### src/rtl/mem_initiator.sv
// Request-side master for the single-port memory valid/ready interface.
// Runs one command at a time through the memory handshake and returns one response, with an optional timeout.
module mem_initiator #(
    parameter int unsigned DEPTH      = 16,
    parameter int unsigned WIDTH      = 16,
    parameter int unsigned TIMEOUT    = 15,
    localparam int unsigned ADDR_WIDTH = $clog2(DEPTH)
) (
    input  logic                  clk_i,
    input  logic                  rst_ni,
    input  logic                  cmd_valid_i,
    output logic                  cmd_ready_o,
    input  logic                  cmd_wr_i,
    input  logic [ADDR_WIDTH-1:0] cmd_addr_i,
    input  logic [WIDTH-1:0]      cmd_wdata_i,
    output logic                  valid_o,
    output logic                  wr_rd_o,
    output logic [ADDR_WIDTH-1:0] addr_o,
    output logic [WIDTH-1:0]      wdata_o,
    input  logic                  ready_i,
    input  logic [WIDTH-1:0]      rdata_i,
    output logic                  rsp_valid_o,
    input  logic                  rsp_ready_i,
    output logic [WIDTH-1:0]      rsp_rdata_o,
    output logic                  rsp_err_o,
    output logic [7:0]            err_cnt_o
);

    localparam int unsigned CNT_W   = 16;
    localparam bit          TO_EN   = (TIMEOUT != 0);
    localparam int unsigned TO_LAST = (TIMEOUT == 0) ? 0 : TIMEOUT - 1;

    typedef enum logic [1:0] {
        IDLE   = 2'd0,
        REQ    = 2'd1,
        RDWAIT = 2'd2,
        RSP    = 2'd3
    } state_e;

    state_e                state_q, state_d;
    logic                  valid_q, valid_d;
    logic                  wr_q, wr_d;
    logic [ADDR_WIDTH-1:0] addr_q, addr_d;
    logic [WIDTH-1:0]      wdata_q, wdata_d;
    logic                  rsp_valid_q, rsp_valid_d;
    logic [WIDTH-1:0]      rsp_rdata_q, rsp_rdata_d;
    logic                  rsp_err_q, rsp_err_d;
    logic [7:0]            err_cnt_q, err_cnt_d;
    logic [CNT_W-1:0]      wait_q, wait_d;

    // Next-state and registered-output logic
    always_comb begin
        state_d     = state_q;
        valid_d     = valid_q;
        wr_d        = wr_q;
        addr_d      = addr_q;
        wdata_d     = wdata_q;
        rsp_valid_d = rsp_valid_q;
        rsp_rdata_d = rsp_rdata_q;
        rsp_err_d   = rsp_err_q;
        err_cnt_d   = err_cnt_q;
        wait_d      = wait_q;

        unique case (state_q)
            IDLE: begin
                if (cmd_valid_i) begin
                    wr_d    = cmd_wr_i;
                    addr_d  = cmd_addr_i;
                    wdata_d = cmd_wr_i ? cmd_wdata_i : '0;
                    valid_d = 1'b1;
                    wait_d  = '0;
                    state_d = REQ;
                end
            end
            REQ: begin
                // A handshake on the timeout edge wins over the abort
                if (ready_i) begin
                    valid_d = 1'b0;
                    wait_d  = '0;
                    if (wr_q) begin
                        rsp_valid_d = 1'b1;
                        rsp_err_d   = 1'b0;
                        rsp_rdata_d = '0;
                        state_d     = RSP;
                    end else begin
                        state_d = RDWAIT;
                    end
                end else if (TO_EN && (wait_q == CNT_W'(TO_LAST))) begin
                    valid_d     = 1'b0;
                    wait_d      = '0;
                    rsp_valid_d = 1'b1;
                    rsp_err_d   = 1'b1;
                    rsp_rdata_d = '0;
                    if (err_cnt_q != 8'hFF) begin
                        err_cnt_d = err_cnt_q + 8'd1;
                    end
                    state_d = RSP;
                end else begin
                    wait_d = wait_q + CNT_W'(1);
                end
            end
            RDWAIT: begin
                rsp_valid_d = 1'b1;
                rsp_err_d   = 1'b0;
                rsp_rdata_d = rdata_i;
                state_d     = RSP;
            end
            RSP: begin
                if (rsp_ready_i) begin
                    rsp_valid_d = 1'b0;
                    state_d     = IDLE;
                end
            end
            default: state_d = IDLE;
        endcase
    end

    always_ff @(posedge clk_i or negedge rst_ni) begin
        if (!rst_ni) begin
            state_q     <= IDLE;
            valid_q     <= 1'b0;
            wr_q        <= 1'b0;
            addr_q      <= '0;
            wdata_q     <= '0;
            rsp_valid_q <= 1'b0;
            rsp_rdata_q <= '0;
            rsp_err_q   <= 1'b0;
            err_cnt_q   <= 8'd0;
            wait_q      <= '0;
        end else begin
            state_q     <= state_d;
            valid_q     <= valid_d;
            wr_q        <= wr_d;
            addr_q      <= addr_d;
            wdata_q     <= wdata_d;
            rsp_valid_q <= rsp_valid_d;
            rsp_rdata_q <= rsp_rdata_d;
            rsp_err_q   <= rsp_err_d;
            err_cnt_q   <= err_cnt_d;
            wait_q      <= wait_d;
        end
    end

    assign cmd_ready_o = (state_q == IDLE);
    assign valid_o     = valid_q;
    assign wr_rd_o     = wr_q;
    assign addr_o      = addr_q;
    assign wdata_o     = wdata_q;
    assign rsp_valid_o = rsp_valid_q;
    assign rsp_rdata_o = rsp_rdata_q;
    assign rsp_err_o   = rsp_err_q;
    assign err_cnt_o   = err_cnt_q;

endmodule

### config.mk
export PLATFORM = sky130hd
export DESIGN_NAME = mem_initiator
export DESIGN_NICKNAME = d
export VERILOG_FILES = /design/src/rtl/mem_initiator.sv
export SDC_FILE = /design/constraint.sdc
export NUM_CORES = 1
export LEC_CHECK = 0
export BUFFER_PORTS_ARGS = -buffer_cell sky130_fd_sc_hd__clkbuf_2
export CELL_PAD_IN_SITES_DETAIL_PLACEMENT = 1
export CELL_PAD_IN_SITES_GLOBAL_PLACEMENT = 1
export CORE_UTILIZATION = 42
export DETAILED_ROUTE_END_ITERATION = 10
export GPL_TIMING_DRIVEN = 0
export PLACE_DENSITY = 0.84
export SLEW_MARGIN = 40
export SYNTH_ARGS = -nofsm -noshare
export SYNTH_HDL_FRONTEND = slang
export SYNTH_SLANG_ARGS = --single-unit
### constraint.sdc
create_clock -name clk_i -period 5.5 [get_ports clk_i]
set_input_delay 0.825 -clock clk_i [delete_from_list [all_inputs] [get_ports clk_i]]
set_output_delay 0.825 -clock clk_i [all_outputs]
set_load 0.01 [all_outputs]
---- Yosys cells after proc, flatten, opt, wreduce, memory -nomap -nowiden ----
Cells that the tools add are included.
word-level totals
  bits of input ports ..................... 42
  output and inout port bits .............. 49
  word-level logic and storage cells ...... 60
  register bits ........................... 66
operators by class
  reduce and logical (&&, ||, !) cells .... 11
  equal/unequal tests ..................... 9
  multiplexer cells ....................... 27
  bitwise operators ....................... 1
  add/subtract/negate cells ............... 2
operator list
  cell                     number
  $mux W16                 7
  $pmux W16 S2             2
  $add A16 B1 Y16 const B  1
  $eq A16 B4 Y1 const B    1
  $mux W1                  10
  $reduce_and A3 Y1        3
  $add A8 B1 Y8 const B    1
  $mux W2                  4
  $ne A8 B8 Y1 const B     1
  $pmux W2 S4              1
  $reduce_and A4 Y1        2
  $ne A3 B3 Y1 const B     2
  $eq A2 B2 Y1 const B     2
  $ne A2 B2 Y1 const B     2
  $pmux W1 S2              2
  $reduce_and A2 Y1        2
  $reduce_bool A2 Y1       2
  $pmux W1 S3              1
  $reduce_bool A3 Y1       1
  $eq A2 B1 Y1 const B     1
  $logic_not A2 Y1         1
  $not A1 Y1               1

---- Logic depth before layout (Yosys ltp) ----
Gate-level depths: netlist (run 1).
  depth in word-level cells ............... 4
  depth in mapped cells ................... 8

---- Least setup slack after synthesis (run 1) ----
No wires, ideal clock.
  kind .................................... input port to flip-flop
  start ................................... input ready_i
  end ..................................... register rsp_rdata_q[10] (netlist: rsp_rdata_o[10])
  path slack .............................. 3481 ps
  arrival ................................. 1898 ps
  cell stages on the path ................. 6
  library setup time ...................... 121 ps
  buffers on the path ..................... 1
  path through ............................ nand2b_1 > a41oi_4 > o21bai_4 > nor2_4 > buf_4 > a22o_1
on the way
  longest elaborated chain between the ends .. 2
  elaborated cells on any way between the ends .. 5
  those cells by class .................... 2 x eq/ne; 2 x mux; 1 x reduce/logical
ends and longest elaborated chain
  item                                                         RTL line  text
  from (decl)                                                  20        input logic ready_i,
  $ne A3 B3 Y1 (no line) or $mux W16 (tied branches)           n/a
  $reduce_and A3 Y1 (no line) or $pmux W16 S2 (tied branches)  n/a
  to (signal assigned)                                         137       rsp_rdata_q <= rsp_rdata_d;
  to (decl)                                                    46        logic [WIDTH-1:0] rsp_rdata_q, rsp_rdata_d;
Several ways; a longest one is shown, not always the timed one.
A chain may end at the register's enable or synchronous reset.

---- Worst setup path after layout (run 1) ----
  start ................................... register state_q[1]
  end ..................................... register wait_q[15]
on the way
  longest elaborated chain between the ends .. 3
  elaborated cells on any way between the ends .. 6
  those cells by class .................... 2 x eq/ne; 1 x mux; 3 x reduce/logical
ends and longest elaborated chain
  item                                                          RTL line  text
  from (decl)                                                   40        state_e state_q, state_d;
  from (signal assigned)                                        131       state_q <= state_d;
  $eq A2 B1 Y1 or $logic_not A2 Y1 (tied branches)              64        unique case (state_q)
  $reduce_bool A2 Y1 (no line) or $ne A2 B2 Y1 (tied branches)  n/a
  $reduce_and A2 Y1 (no line)                                   n/a
  to (signal assigned)                                          140       wait_q <= wait_d;
  to (decl)                                                     49        logic [CNT_W-1:0] wait_q, wait_d;
Several ways; a longest one is shown, not always the timed one.

==> flow_summary.ini, run 1 <==
[placed_design]
port_buffers = 89
pre_cts_ws_ps = 3045
gp_congestion = 0.7972
dp_hpwl_mm = 5.549

[floorplan]
initial_core_util = 0.4379
die_h_um = 86.40
dieArea_um2 = 7464
row_count = 30
pin_count = 91
core_area_um2 = 6832
die_w_um = 86.40

[setup_path]
worst_ep_required_time_ps = 5710
worst-path-max-fanout = 10
worst_path_max_delay_cell = nor3b_1
path_class = flip-flop to flip-flop
critPathCaptureType = flip-flop
cp_cell_sequence = inv_1 > ha_1 > mux2i_1 > nor3b_1 > nand4_1 > xor2_1 > nor2_1
worst-r2r-setup-slack_ps = 3120
r2r-start = state_q[1]
start_kind = flip-flop
cp.arrival_ps = 2590
max_stage_delay_ps = 670
reg2reg_to = wait_q[15]
reg2reg_depth = 7

[finish]
drive_gt1_frac = 0.3378
utilization = 0.5480
area.growth.synth_to_final_pct = 25.14
n_antenna_cell = 0
fillerInstances = 823
fin_nets = 423

[timing]
worst_slack_ps = 3121
hold_violations = 0
setup_viol = 0
rsz0062_at_grt = false
worstMarginPinSlew_ps = 707.5
max_clock_freq_ghz = 0.4203
whs_ps = 471.1
skew_ps = 10.43
min_period_ps = 2379
min_period_over_period = 0.4326
slew_headroom = 0.5149
finalSetupTns_ps = 0
slew_violations = 0

[clock_tree]
cts_buffer_depth = 2
cts_num_sinks = 66
h-tree-depth = 3
clk-insertion-delay-late_ps = 340
cts_buffers = 9
holdBufCountCts = 0
clk_pin_slew_ps = 70
cts_resized = 0
cts_root_buffer = clkbuf_8
cts_tree = built
post_cts_buffers = 0

[yosys]
synthCells = 273
syn-cell-area_um2 = 2992
yosys_register_bits = 66
syn-mean-instance-area_um2 = 10.96
yosys.area_share.xor_xnor = 0.04684
synth_compound_area_frac = 0.1368
synth_top_family_by_area = simple AND/OR/NAND/NOR gates
syn-num-nets = 323
yosysSeqAreaShare = 0.5521
muxShareOfSynthArea = 0.02969
synth-simple-area-share = 0.1748
synth_cell_types = 40
synth_warnings = 0
synth_fa_ha_area_frac = 0.03346

[global_route]
grt.met2_usage = 0.3723
track_usage = 0.2197
use_met1 = 0.2859
overflow = 0
grt.busiest_layer = met2
antenna_found_initial = 0
grt_pass1_vias = 2510
grt_pass1_wl_mm = 12.57
grt_start_max_net_pins = 67
met3_usage = 0.04476

[routing]
drc_errors = 0
first_pass_iters = 4
vias = 2423
avgRoutedWirePerCell_um = 15.76
ant_nets = 0
viasPerCell = 5.133
routed_wl_mm = 7.441
drt-initial-drc-count = 110

[power_and_ir_drop]
leakage_nw = 1.886
peakVddDrop_v = 0.0002247
power-per-cell-area_nw_per_um2 = 462.0

[status]
outcome = completed

[worst_hold_path]
hold_path.class = primary input to asynchronous set/reset pin

[run]
maxCapViolations = 0
[placed cells by master (no fill, tap or decap), drive strengths merged, types with 2 or more instances in the layout]
cell and instances:
nand2 49, a22o 17, a21oi 3, nand2b 3, xor2 8, mux2 7
and3 6, buf 2, ha 8, dfrtp 66, o31ai 3, clkbuf 108
inv 9, xnor2 8, o21ai 26, nor2 18, nand3 9, nand4 6
a21o 2
[registers in the layout, indices dropped and copies added (netlist names)]
signal	cells
rsp_err_o	1
state_q	2
err_cnt_o	8
rsp_valid_o	1
wait_q	16
wdata_o	16
addr_o	4
valid_o	1
rsp_rdata_o	16
wr_rd_o	1
[synthesized netlist by cell type (all sizes together)]
library cell / count / area, um^2
nor4b: 1 / 23.77
a22oi: 1 / 7.510
o21bai: 1 / 18.77
nor2b: 1 / 6.260
nor4: 1 / 21.27
nor3: 1 / 10.01
or4: 1 / 7.510
and4: 1 / 8.760
and2: 1 / 6.260
ha: 8 / 100.1
a41oi: 1 / 27.53
nor2: 18 / 77.58
and4bb: 1 / 12.51
nand3: 9 / 45.04
a21oi: 3 / 15.01
clkbuf: 7 / 26.28
buf: 2 / 18.77
and3: 6 / 37.54
a21o: 2 / 22.52
nor3b: 1 / 7.510
and4b: 1 / 10.01
o21ai: 26 / 130.1
nand4: 6 / 37.54
nand2b: 3 / 18.77
xnor2: 8 / 70.07
nand2: 49 / 183.9
inv: 9 / 33.78
nand4b: 1 / 8.760
mux2i: 1 / 10.01
xor2: 8 / 70.07
a221oi: 1 / 8.760
o31ai: 3 / 22.52
dfrtp: 66 / 1652
mux2: 7 / 78.83
a22o: 17 / 156.4
[metrics by stage]
step	cell area [um^2]	cells	power [mW]
CTS	3744	472	1.749
finish	3744	472	1.730
detailed placement	3566	458	1.367
floorplan	2992	273	1.100
global route	3744	472	1.851
global placement	3557	458	1.329
[final cells by class]
type                       count  area (um^2)  share of cell area
clock buffer                  12        165.2             0.04412
clock inverter                 2        12.51            0.003342
timing repair buffer          89        454.2              0.1213
multi-input combinational    189         1261              0.3369
buffer                         9        45.04             0.01203
inverter                       9        33.78            0.009024
sequential                    66         1652              0.4412
tap                           96        120.1             0.03209
[layer usage]
metal,share of wire,up-vias,routed length [um]
met3,0.033,7,242
met1,0.43,1221,3206
met5,0,-,0
met4,0.011,0,83
met2,0.53,49,3908
li1,-,1146,-
[critical path: cells and delay by family, from the launching register on]
family	cells	cell delay, ps
and+or+nand+nor	3	920
muxes	1	280
xor gates and xnor gates	1	200
DFF	1	420
adders and majority gates	1	300
buffers and inverters	1	130
[worst max path at each step]
stage / start / endpoint / slack [ps] / depth (start not counted)
6_report: state_q[1] / wait_q[15] / 3120 / 7
5_1_grt: state_q[0] / wait_q[6] / 2810 / 7
4_1_cts: state_q[1] / wait_q[15] / 3060 / 7
3_5_place_dp: cmd_valid_i / wait_q[15] / 3040 / 6
3_3_place_gp: cmd_valid_i / wait_q[9] / 3050 / 6
2_1_floorplan: ready_i / rsp_rdata_o[10] / 3480 / 6
[cell families after synthesis]
group           after synthesis
simple gates                102
fa+ha+maj                     8
compound gates               55
flops                        66
mux                           8
buf+inv                      18
xor+xnor                     16
[report_power, final]
part | switching, mW | internal, mW | leakage, nW | total, mW
logic | 0.373 | 0.272 | 0.926 | 0.646
registers | 0.0861 | 0.622 | 0.870 | 0.708
clock network | 0.181 | 0.195 | 0.0903 | 0.376
total | 0.641 | 1.09 | 1.89 | 1.73
No activity file was read; power rests on OpenSTA's default activity.
==> inputs of run 2 (changes only) <==
--- a/config.mk
+++ b/config.mk
@@ -5,13 +5,14 @@
 export SDC_FILE = /design/constraint.sdc
 export NUM_CORES = 1
 export LEC_CHECK = 0
+export ABC_AREA = 1
 export BUFFER_PORTS_ARGS = -buffer_cell sky130_fd_sc_hd__clkbuf_2
 export CELL_PAD_IN_SITES_DETAIL_PLACEMENT = 1
 export CELL_PAD_IN_SITES_GLOBAL_PLACEMENT = 1
-export CORE_UTILIZATION = 42
+export CORE_UTILIZATION = 38
 export DETAILED_ROUTE_END_ITERATION = 10
 export GPL_TIMING_DRIVEN = 0
-export PLACE_DENSITY = 0.84
+export PLACE_DENSITY = 0.79
 export SLEW_MARGIN = 40
 export SYNTH_ARGS = -nofsm -noshare
 export SYNTH_HDL_FRONTEND = slang
==> constraint.sdc (replaced) <==
create_clock -name clk_i -period 2.42 [get_ports clk_i]
set_input_delay 0.363 -clock clk_i [delete_from_list [all_inputs] [get_ports clk_i]]
set_output_delay 0.363 -clock clk_i [all_outputs]
set_load 0.01 [all_outputs]
==> flow_summary.ini, run 2 <==
[routing]
viasPerCell = 4.844
ant_nets = 0
first_pass_iters = 4
drc_errors = 0
avgRoutedWirePerCell_um = 13.62
routed_wl_mm = 8.539
drt-initial-drc-count = 84
vias = 3037

[yosys]
synth_commonest_cells = 133 x nand2_1, 66 x dfrtp_1, 34 x nor2_1
synth_compound_area_frac = 0.1042
yosys_register_bits = 66
synthCells = 413
syn-num-nets = 463
yosysSeqAreaShare = 0.4894
yosys.area_share.xor_xnor = 0.01817
syn-cell-area_um2 = 3374
synth_fa_ha_area_frac = 0.02966
ys.flop_type = dfrtp_1
synth_cell_types = 27
synth-simple-area-share = 0.2944
syn-mean-instance-area_um2 = 8.171
synth_warnings = 0
synth_top_area_share = 0.4894
async_flop_share = 1.000
synth_largest_area_cell = dfrtp_1
synth_top_family_by_area = simple AND/OR/NAND/NOR gates
muxShareOfSynthArea = 0
synth_edf_count = 0
yosys-top-cells-area = dfrtp_1 49%, nand2_1 15%, o21ai_0 4.7%
yosysMostFrequentCell = nand2_1

[run]
maxCapViolations = 0

[setup_path]
max_stage_delay_ps = 420
worst_ep_required_time_ps = 2660
worst_path_max_delay_cell = dfrtp_1
cp.arrival_ps = 2100
worst-path-max-fanout = 10
critPathCaptureType = flip-flop
start_kind = flip-flop
worst-r2r-setup-slack_ps = 560
reg2reg_depth = 10
cp_cell_sequence = inv_1 > ha_1 > nand2_1 > buf_2 > nand2_4 > nand3_2 > nor2_1 > nand3_1 > nand2_1 > nor2_1
path_class = flip-flop to flip-flop

[clock_tree]
h-tree-depth = 3
cts_tree = built
post_cts_buffers = 0
holdBufCountCts = 0
cts_buffer_depth = 2
cts_resized = 0
cts_num_sinks = 66
cts_buffers = 9
cts_root_buffer = clkbuf_8
clk_pin_slew_ps = 70
clk-insertion-delay-late_ps = 350

[finish]
fin_nets = 564
final_common_cell = nand2_1
layout.cell_area.non_filler_um2 = 4218
n_antenna_cell = 0
final_cell_mix = 133 x nand2_1, 88 x clkbuf_2, 66 x dfrtp_1
area.growth.synth_to_final_pct = 24.99
drive_gt1_frac = 0.3083
fin_cells = 627

[global_route]
track_usage = 0.2007
overflow = 0
grt_pass1_wl_mm = 14.05
grt_start_max_net_pins = 67
grt_pass1_vias = 2968
antenna_found_initial = 0

[power_and_ir_drop]
p_comb_frac = 0.417
switchingPower_mw = 1.910
peakVddDrop_v = 0.0004985
p_int_mw = 2.784
power-per-cell-area_nw_per_um2 = 1113
p_clk_frac = 0.228
power_mw = 4.694
p_seq_frac = 0.355
leakage_nw = 2.283
swShare = 0.4068

[floorplan]
pin_count = 91
core_area_um2 = 8678
initial_core_util = 0.3888
die_h_um = 96.24
die_w_um = 96.24
dieArea_um2 = 9261
row_count = 34

[timing]
min_period_ps = 1858
worst_slack_ps = 561.7
setup_viol = 0
rsz0062_at_grt = false
finalSetupTns_ps = 0
min_period_over_period = 0.7679
hold_violations = 0
max_clock_freq_ghz = 0.5381
worstMarginPinSlew_ps = 440.6
slew_violations = 0
slew_headroom = 0.7063
skew_ps = 10.38

[status]
outcome = completed

[placed_design]
numPlacedInstances = 611
port_buffers = 89
place_area_um2 = 3991
pre_cts_ws_ps = 547.0
dp_hpwl_mm = 6.181
gp_congestion = 0.7414

[worst_hold_path]
hold_path.class = primary input to asynchronous set/reset pin
==> run 2: cell types whose count changed after synthesis, sizes merged, moves of 6 or more <==
| cell | before | now |
|---|---|---|
| nand2 | 49 | 151 |
| nor2 | 18 | 40 |
| nand3 | 9 | 22 |
| o21ai | 26 | 50 |
| and3 | 6 | 0 |
| xnor2 | 8 | 1 |
| a22o | 17 | 0 |
| inv | 9 | 36 |
| mux2 | 7 | 0 |
==> run 2: cells by family (layout without fill, tap and decap cells) <==
| kind of cell | after synthesis | in the layout |
|---|---|---|
| adder cells (fa/ha/maj) | 8 | 8 |
| buffers and inverters | 49 | 155 |
| flip-flops | 66 | 66 |
| AND/OR/NAND/NOR | 226 | 226 |
| XOR/XNOR | 7 | 7 |
| AO/OA/AOI/OAI | 57 | 57 |
==> run 2: layer usage <==
layer / part of all wire / up-vias / track usage
met2: 0.48 / 61 / 0.3257
met3: 0.050 / 11 / 0.05529
met1: 0.45 / 1463 / 0.2527
met4: 0.014 / 0 / 0.07836
met5: 0 / - / 0
li1: - / 1502 / -
==> run 2: through the flow <==
step,hold WS (ps),util
6_report,0.1058,0.4860
5_1_grt,37.38,0.4860
4_1_cts,24.85,0.4860
3_5_place_dp,405.1,0.4599
3_3_place_gp,464.9,0.4557
2_1_floorplan,67.41,-
==> run 2: layout make-up <==
class	instances	area [um^2]
clock inverters	6	88.84
repair buffers	90	481.7
fillers	1108	4461
inverters	37	138.9
multi-input cells	298	1506
clock buffers	10	137.6
flip-flops and latches	66	1652
plain buffers	12	77.57
well taps	108	135.1
==> run 2: power by group through the flow <==
stage               clock network, mW  registers (mW)  logic, mW
floorplan                           0            1.81       1.14
global placement                    0            1.67       1.91
detailed placement                  0            1.68       1.98
CTS                              1.10            1.67       2.00
global route                     1.14            1.71       2.22
finish                           1.07            1.67       1.96
==> run 2: final timing paths <==
check | from | to
worst min-delay path | rst_ni | wait_q[10]
worst max-delay path | state_q[0] | wait_q[15]
worst max register to register | state_q[0] | wait_q[15]
worst min register to register | rsp_rdata_o[15] | rsp_rdata_o[15]
max in group asynchronous | rst_ni | err_cnt_o[6]
min in group clk_i | cmd_addr_i[2] | addr_o[2]
==> run 2: critical path: cells and delay by family, from the launching register on <==
family | cells | cell delay (ps)
adder cells (fa/ha/maj) | 1 | 220
AND/OR/NAND/NOR | 7 | 770
flip-flops | 1 | 420
buffers and inverters | 2 | 340
